### config.mk
export PLATFORM = sky130hd
export DESIGN_NAME = uart2wb_ctrl
export DESIGN_NICKNAME = d
export VERILOG_FILES = /design/src/rtl/uart2wb_pkg.sv /design/src/rtl/uart2wb_strobe_pacer.sv /design/src/rtl/uart2wb_ctrl.sv
export SDC_FILE = /design/constraint.sdc
export NUM_CORES = 1
export LEC_CHECK = 0
export CAP_MARGIN = 10
export CORE_AREA = 2 2 123 125
export CTS_BUF_LIST = sky130_fd_sc_hd__clkbuf_2
export DETAILED_ROUTE_END_ITERATION = 7
export DIE_AREA = 0 0 125 127
export PLACE_DENSITY = 0.69
export RECOVER_POWER = 25
export SLEW_MARGIN = 0
export SYNTH_ARGS = -nofsm -noshare
export SYNTH_HDL_FRONTEND = slang
export SYNTH_SLANG_ARGS = --single-unit
### constraint.sdc
create_clock -name i_clk -period 1.65 [get_ports i_clk]
set_input_delay 0.33 -clock i_clk [delete_from_list [all_inputs] [get_ports i_clk]]
set_output_delay 0.33 -clock i_clk [all_outputs]
set_load 0.03 [all_outputs]
### src/rtl/uart2wb_pkg.sv
// uart2wb_pkg -- shared constants and types for the UART-to-Wishbone bridge.
//   CMD_*  : command bytes accepted from the RX FIFO
//   RSP_*  : single-byte status responses pushed to the TX FIFO
//   state_t: sequencer states
package uart2wb_pkg;

  localparam logic [7:0] CMD_WR  = 8'h57;  // 'W'
  localparam logic [7:0] CMD_RD  = 8'h52;  // 'R'
  localparam logic [7:0] RSP_ACK = 8'h4B;  // 'K'
  localparam logic [7:0] RSP_ERR = 8'h3F;  // '?'
  localparam logic [7:0] RSP_TMO = 8'h54;  // 'T'

  typedef enum logic [2:0] {
    S_IDLE  = 3'd0,
    S_ADDR  = 3'd1,
    S_WDATA = 3'd2,
    S_BUS   = 3'd3,
    S_RESP  = 3'd4
  } state_t;

endpackage

### src/rtl/uart2wb_strobe_pacer.sv
// uart2wb_strobe_pacer -- turns a level request into single-cycle strobes
// separated by at least one low cycle.
//   i_clk, i_reset : clock, synchronous active-high reset
//   i_req          : request (level)
//   o_fire         : combinational; high in the cycle whose closing edge raises the strobe
//   o_strobe       : registered one-cycle strobe
module uart2wb_strobe_pacer (
  input  logic i_clk,
  input  logic i_reset,
  input  logic i_req,
  output logic o_fire,
  output logic o_strobe
);

  logic r_strobe;

  // A request is only honoured while the strobe is low, which forces the gap.
  always_comb begin
    o_fire = i_req & ~r_strobe;
  end

  // Strobe register.
  always_ff @(posedge i_clk) begin
    if (i_reset) begin
      r_strobe <= 1'b0;
    end else begin
      r_strobe <= o_fire;
    end
  end

  assign o_strobe = r_strobe;

endmodule

### src/rtl/uart2wb_ctrl.sv
// uart2wb_ctrl -- command sequencer between UART RX/TX byte FIFOs and a
// 32-bit Wishbone classic master.
//   Frame: cmd, adr[31:24..7:0], and for 'W' dat[31:24..7:0].
//   Response: 'K' for write, 4 read bytes MSB first, '?' for bad cmd,
//             'T' on bus timeout (only when UART2WB_TIMEOUT_EN is defined).
// Ports:
//   i_clk, i_reset          : clock, synchronous active-high reset
//   i_rx_dat, i_rx_empty    : RX FIFO head byte / empty flag
//   o_rx_pop                : RX FIFO pop strobe
//   o_tx_dat, o_tx_push     : byte and push strobe to the TX FIFO
//   i_tx_full               : TX FIFO full flag
//   o_wb_*, i_wb_*          : Wishbone classic master port
//   o_busy                  : high whenever the sequencer is not idle
// Configuration macro: UART2WB_TIMEOUT_EN enables the ack-wait timeout
// bounded by TIMEOUT_CYCLES.
module uart2wb_ctrl
  import uart2wb_pkg::*;
#(
  parameter int TIMEOUT_CYCLES = 255
) (
  input  logic        i_clk,
  input  logic        i_reset,
  input  logic [7:0]  i_rx_dat,
  input  logic        i_rx_empty,
  output logic        o_rx_pop,
  output logic [7:0]  o_tx_dat,
  input  logic        i_tx_full,
  output logic        o_tx_push,
  output logic        o_wb_cyc,
  output logic        o_wb_stb,
  output logic        o_wb_we,
  output logic [31:0] o_wb_adr,
  output logic [31:0] o_wb_dat,
  output logic [3:0]  o_wb_sel,
  input  logic [31:0] i_wb_dat,
  input  logic        i_wb_ack,
  output logic        o_busy
);

  state_t      r_state, w_state_nxt;
  logic [1:0]  r_cnt, w_cnt_nxt;
  logic        r_we, w_we_nxt;
  logic [31:0] r_adr, w_adr_nxt;
  logic [31:0] r_wdat, w_wdat_nxt;
  logic [31:0] r_resp, w_resp_nxt;
  logic        r_cyc, w_cyc_nxt;
  logic        r_wb_we;
  logic [7:0]  r_tx_dat, w_tx_dat_nxt;
  logic        r_busy;

  logic        w_rx_req, w_rx_fire;
  logic        w_tx_req, w_tx_fire;

`ifdef UART2WB_TIMEOUT_EN
  localparam int TW = $clog2(TIMEOUT_CYCLES + 1);
  logic [TW-1:0] r_tmo, w_tmo_nxt;
`else
  // The limit only matters when the timeout feature is built in.
  logic w_unused_tmo;
  assign w_unused_tmo = |TIMEOUT_CYCLES;
`endif

  // Byte fetch is requested only in the three receiving states.
  always_comb begin
    w_rx_req = ((r_state == S_IDLE) || (r_state == S_ADDR) || (r_state == S_WDATA))
               && !i_rx_empty;
    w_tx_req = (r_state == S_RESP) && !i_tx_full;
  end

  uart2wb_strobe_pacer u_rx_pacer (
    .i_clk    (i_clk),
    .i_reset  (i_reset),
    .i_req    (w_rx_req),
    .o_fire   (w_rx_fire),
    .o_strobe (o_rx_pop)
  );

  uart2wb_strobe_pacer u_tx_pacer (
    .i_clk    (i_clk),
    .i_reset  (i_reset),
    .i_req    (w_tx_req),
    .o_fire   (w_tx_fire),
    .o_strobe (o_tx_push)
  );

  // Next-state and datapath logic.
  always_comb begin
    w_state_nxt  = r_state;
    w_cnt_nxt    = r_cnt;
    w_we_nxt     = r_we;
    w_adr_nxt    = r_adr;
    w_wdat_nxt   = r_wdat;
    w_resp_nxt   = r_resp;
    w_cyc_nxt    = r_cyc;
    w_tx_dat_nxt = r_tx_dat;
`ifdef UART2WB_TIMEOUT_EN
    // Counter sits at zero outside S_BUS, so it is clear on entry.
    if (r_state == S_BUS) begin
      w_tmo_nxt = r_tmo + TW'(1);
    end else begin
      w_tmo_nxt = {TW{1'b0}};
    end
`endif
    case (r_state)
      S_IDLE: begin
        if (w_rx_fire) begin
          if ((i_rx_dat == CMD_WR) || (i_rx_dat == CMD_RD)) begin
            w_we_nxt    = (i_rx_dat == CMD_WR);
            w_cnt_nxt   = 2'd0;
            w_state_nxt = S_ADDR;
          end else begin
            // Counter preset to 3 so a single push wraps and exits.
            w_resp_nxt  = {RSP_ERR, 24'h000000};
            w_cnt_nxt   = 2'd3;
            w_state_nxt = S_RESP;
          end
        end else begin
          w_state_nxt = S_IDLE;
        end
      end
      S_ADDR: begin
        if (w_rx_fire) begin
          w_adr_nxt = {r_adr[23:0], i_rx_dat};
          w_cnt_nxt = r_cnt + 2'd1;
          if (r_cnt == 2'd3) begin
            w_state_nxt = r_we ? S_WDATA : S_BUS;
            w_cyc_nxt   = !r_we;
          end else begin
            w_state_nxt = S_ADDR;
          end
        end else begin
          w_state_nxt = S_ADDR;
        end
      end
      S_WDATA: begin
        if (w_rx_fire) begin
          w_wdat_nxt = {r_wdat[23:0], i_rx_dat};
          w_cnt_nxt  = r_cnt + 2'd1;
          if (r_cnt == 2'd3) begin
            w_state_nxt = S_BUS;
            w_cyc_nxt   = 1'b1;
          end else begin
            w_state_nxt = S_WDATA;
          end
        end else begin
          w_state_nxt = S_WDATA;
        end
      end
      S_BUS: begin
        if (i_wb_ack) begin
          w_cyc_nxt   = 1'b0;
          w_resp_nxt  = r_we ? {RSP_ACK, 24'h000000} : i_wb_dat;
          w_cnt_nxt   = r_we ? 2'd3 : 2'd0;
          w_state_nxt = S_RESP;
`ifdef UART2WB_TIMEOUT_EN
        end else if (r_tmo == TW'(TIMEOUT_CYCLES - 1)) begin
          // This is the limit-th cycle without ack.
          w_cyc_nxt   = 1'b0;
          w_resp_nxt  = {RSP_TMO, 24'h000000};
          w_cnt_nxt   = 2'd3;
          w_state_nxt = S_RESP;
`endif
        end else begin
          w_state_nxt = S_BUS;
        end
      end
      S_RESP: begin
        if (w_tx_fire) begin
          w_tx_dat_nxt = r_resp[31:24];
          w_resp_nxt   = {r_resp[23:0], 8'h00};
          w_cnt_nxt    = r_cnt + 2'd1;
          if (r_cnt == 2'd3) begin
            w_state_nxt = S_IDLE;
          end else begin
            w_state_nxt = S_RESP;
          end
        end else begin
          w_state_nxt = S_RESP;
        end
      end
      default: begin
        w_state_nxt = S_IDLE;
        w_cyc_nxt   = 1'b0;
      end
    endcase
  end

  // State and datapath registers.
  always_ff @(posedge i_clk) begin
    if (i_reset) begin
      r_state  <= S_IDLE;
      r_cnt    <= 2'd0;
      r_we     <= 1'b0;
      r_adr    <= 32'h00000000;
      r_wdat   <= 32'h00000000;
      r_resp   <= 32'h00000000;
      r_cyc    <= 1'b0;
      r_wb_we  <= 1'b0;
      r_tx_dat <= 8'h00;
      r_busy   <= 1'b0;
`ifdef UART2WB_TIMEOUT_EN
      r_tmo    <= {TW{1'b0}};
`endif
    end else begin
      r_state  <= w_state_nxt;
      r_cnt    <= w_cnt_nxt;
      r_we     <= w_we_nxt;
      r_adr    <= w_adr_nxt;
      r_wdat   <= w_wdat_nxt;
      r_resp   <= w_resp_nxt;
      r_cyc    <= w_cyc_nxt;
      r_wb_we  <= w_cyc_nxt & w_we_nxt;
      r_tx_dat <= w_tx_dat_nxt;
      r_busy   <= (w_state_nxt != S_IDLE);
`ifdef UART2WB_TIMEOUT_EN
      r_tmo    <= w_tmo_nxt;
`endif
    end
  end

  assign o_wb_cyc = r_cyc;
  assign o_wb_stb = r_cyc;
  assign o_wb_we  = r_wb_we;
  assign o_wb_adr = r_adr;
  assign o_wb_dat = r_wdat;
  assign o_wb_sel = 4'hF;
  assign o_tx_dat = r_tx_dat;
  assign o_busy   = r_busy;

endmodule
==> flow_summary.toml <==
[sta]
setup_viol = 76
slew_violations = 0
rsz0062_at_grt = "yes"
fin_skew_ns = 0.02093
hold_viol_final = 0
fmaxAchievable_ghz = 0.5154
worst_slew_pin_slew_ns = 0.5075
fin_crit_sh_pct = 117.6
finalWorstSetupSlack_ns = -0.2903
layout_min_cycle_time_ns = 1.940
maxSlewHeadroom_pct = 66.17
setup-tns-final_ns = -9.604

[layout]
filler_cell_count = 1223
regArea_sq_mm = 0.002440
multi_input_area_sq_mm = 0.002988
nets = 867
utilization_pct = 58.67
areaGrowthSynthToFinish_pct = 70.31
drive_gt1_share_pct = 51.08

[global_routing]
antenna_found_initial = 1
gr-total-overflow = 0
grt_usage_pct = 19.85
grt_max_degree = 67
grt_pass1_vias = 5049
grt_pass1_wl_um = 25650

[synthesis]
ys_dominant_reg_cell = "dfxtp_1"
synthTopCellsByArea = "dfxtp_1 46%, nand2_1 11%, a21oi_1 11%"
async_flop_share_pct = 0
avgSynthCellArea_sq_um = 8.199
yosys-top-cells-count = "148 x nand2_1, 115 x dfxtp_1, 107 x a21oi_1"
synth_top_area_cell = "dfxtp_1"
synth_top_area_share_pct = 46.34
postSynthCellCount = 606
ys_warn_count = 0
synth_edf_count = 0
syn-cell-area_sq_mm = 0.004969
yosys_register_bits = 115
synth_cell_type_count = 54
synthMostInstantiatedCell = "nand2_1"
yosysSeqAreaShare_pct = 46.34

[drt]
drtIter0Drc = 503
vias = 5639
wl_um = 18600
detail-route-antenna-nets = 0
wl_per_cell_um = 18.33
drc = 0
dr.pass1.iters = 6
avgViaCountPerCell = 5.556

[setup_path]
critPathLaunch = "r_state[1]"
worstPathMaxFanout = 9
crit_type = "flop to flop"
worst_setup_path_end_kind = "flop"
critical_path.startpoint_type = "flop"
r2r_cells = 8
r2r-start = "r_state[1]"
crit_arrival_ns = 2.58
cp.required_ns = 2.29

[power_and_ir_drop]
leakage_uw = 0.003397
swShare_pct = 28.81
p_comb_share_pct = 17.6
p_int_uw = 3750
power_frac_seq_pct = 53.4
finalPower_uw = 5268
p_sw_uw = 1518
power.density_mw_per_mm2 = 622.5
p_clk_share_pct = 29.0
ir_worst_vdd_uv = 322.8

[placed_design]
portBuffers = 122
hpwl_um = 9849
gp_congestion = 0.8577

[floorplan]
start_util_pct = 34.45
die_x_um = 125
die_y_um = 127
die_area_sq_mm = 0.01588
ioPinCount = 127
core_area_sq_mm = 0.01442
row_count = 44

[clock_tree]
clk_path_buf_depth = 2
clk_pin_slew_worst_paths_ns = 0.17
cts_tree = "done"
clock_sinks = 115
cts-root-buf = "clkbuf_2"
htree_levels = 4
clock_latency_ns = 0.70
cts_made_buffers = 17

[hold_path]
hold_depth = 3
hold_class = "primary input to flop"
hold_start = "i_wb_dat[3]"

[run_status]
violations = "setup timing"
outcome = "complete, but fails checks"

[job]
maxCapViolations = 0
==> layer usage <==
| layer | vias up | track usage [%] | wire, um |
|---|---|---|---|
| met4 | 0 | 7.778 | 555 |
| met2 | 246 | 32.32 | 9264 |
| met3 | 53 | 5.025 | 1203 |
| met1 | 2726 | 25.41 | 7579 |
| met5 | - | 0 | 0 |
| li1 | 2614 | - | - |
==> logic make-up after synthesis <==
group,Yosys count,share of synthesized area (%)
fa+ha+maj,1,0.2518
flops,115,46.34
buf+inv,68,6.547
other cells,1,0.07548
simple gates,216,20.85
xor+xnor,2,0.3526
compound gates,203,25.59
==> sequential cells by signal (all words and copies together) (netlist names), 2 cells and up <==
register  count
o_wb_adr     32
o_wb_dat     32
r_cnt         2
r_state       3
r_resp       32
o_tx_dat      8
==> worst max-delay path: stages (launching register included) <==
cell,delay [ns]
dfxtp_4,0.39
buf_6,0.13
buf_4,0.13
nor3b_4,0.23
buf_6,0.16
clkbuf_16,0.15
a22oi_1,0.07
or4_1,0.45
a21oi_1,0.17
==> path summary, 6_finish.rpt <==
kind	slack, ns	endpoint
setup / recovery	-0.29	r_resp[17]
hold / removal	0.18	r_resp[3]
setup reg to reg	-0.29	r_resp[17]
hold reg to reg	0.46	o_tx_dat[6]
==> layout by cell type (no fill, tap or decap), drive strengths merged, types with 2 or more instances in the layout <==
master,Yosys,routed
buf,21,189
nand2,148,148
dfxtp,115,115
a21oi,107,107
clkdlybuf4s50,0,43
clkbuf,43,43
o31ai,31,31
or4,20,20
a22oi,17,17
nor2,9,9
o2111ai,8,8
clkinv,0,8
o21ai,7,7
nand2b,5,5
a311oi,5,5
o211ai,5,5
nor3,5,5
or3,4,4
inv,4,4
conb,1,4
nor2b,3,3
nand3,3,3
a2bb2oi,3,3
o22ai,3,3
nor3b,3,3
nand4bb,2,2
a21o,2,2
a31oi,2,2
nand4,2,2
o21a,2,2
nor4bb,2,2
and3,2,2
nor4,2,2
==> metrics by stage <==
step,hold WS (ns),setup slack [ns],area [sq um],instances
final,0.1811,-0.2903,8462,1015
after global routing,0.1643,-0.2827,8462,1015
after floorplan,0.4081,-0.1036,5040,609
after detailed placement,0.4483,-0.5248,6788,917
after CTS,0.1333,-0.1579,7293,975
after global placement,0.4411,-0.4922,6788,917
==> repair_timing <==
action                                  in CTS  in global routing
gates cloned                                10                 12
hold buffers                                 1                  0
endpoints found under the hold margin        7                  0
gates resized for setup                    510                249
endpoints found under the setup margin     155                166
pin swaps                                   25                 61
setup buffers                               19                 36
==> power groups by stage <==
stage                     clock, uW  combinational (uW)  sequential, uW
final                          1530                 928            2810
after detailed placement          0                 667            2910
after CTS                      1560                 752            2840
after floorplan                   0                 326            2920
after global placement            0                 656            2900
after global routing           1680                 976            2820
==> final cells by class <==
type                    count  area share (%)
well taps                 184           2.721
multi-input cells         426           35.31
inverters                   4          0.1774
clock inverters             9          0.8132
repair buffers            257           30.99
diodes                      1         0.02957
flip-flops and latches    115           28.83
clock buffers              19           1.124
Power figures use the tool's default switching activity.
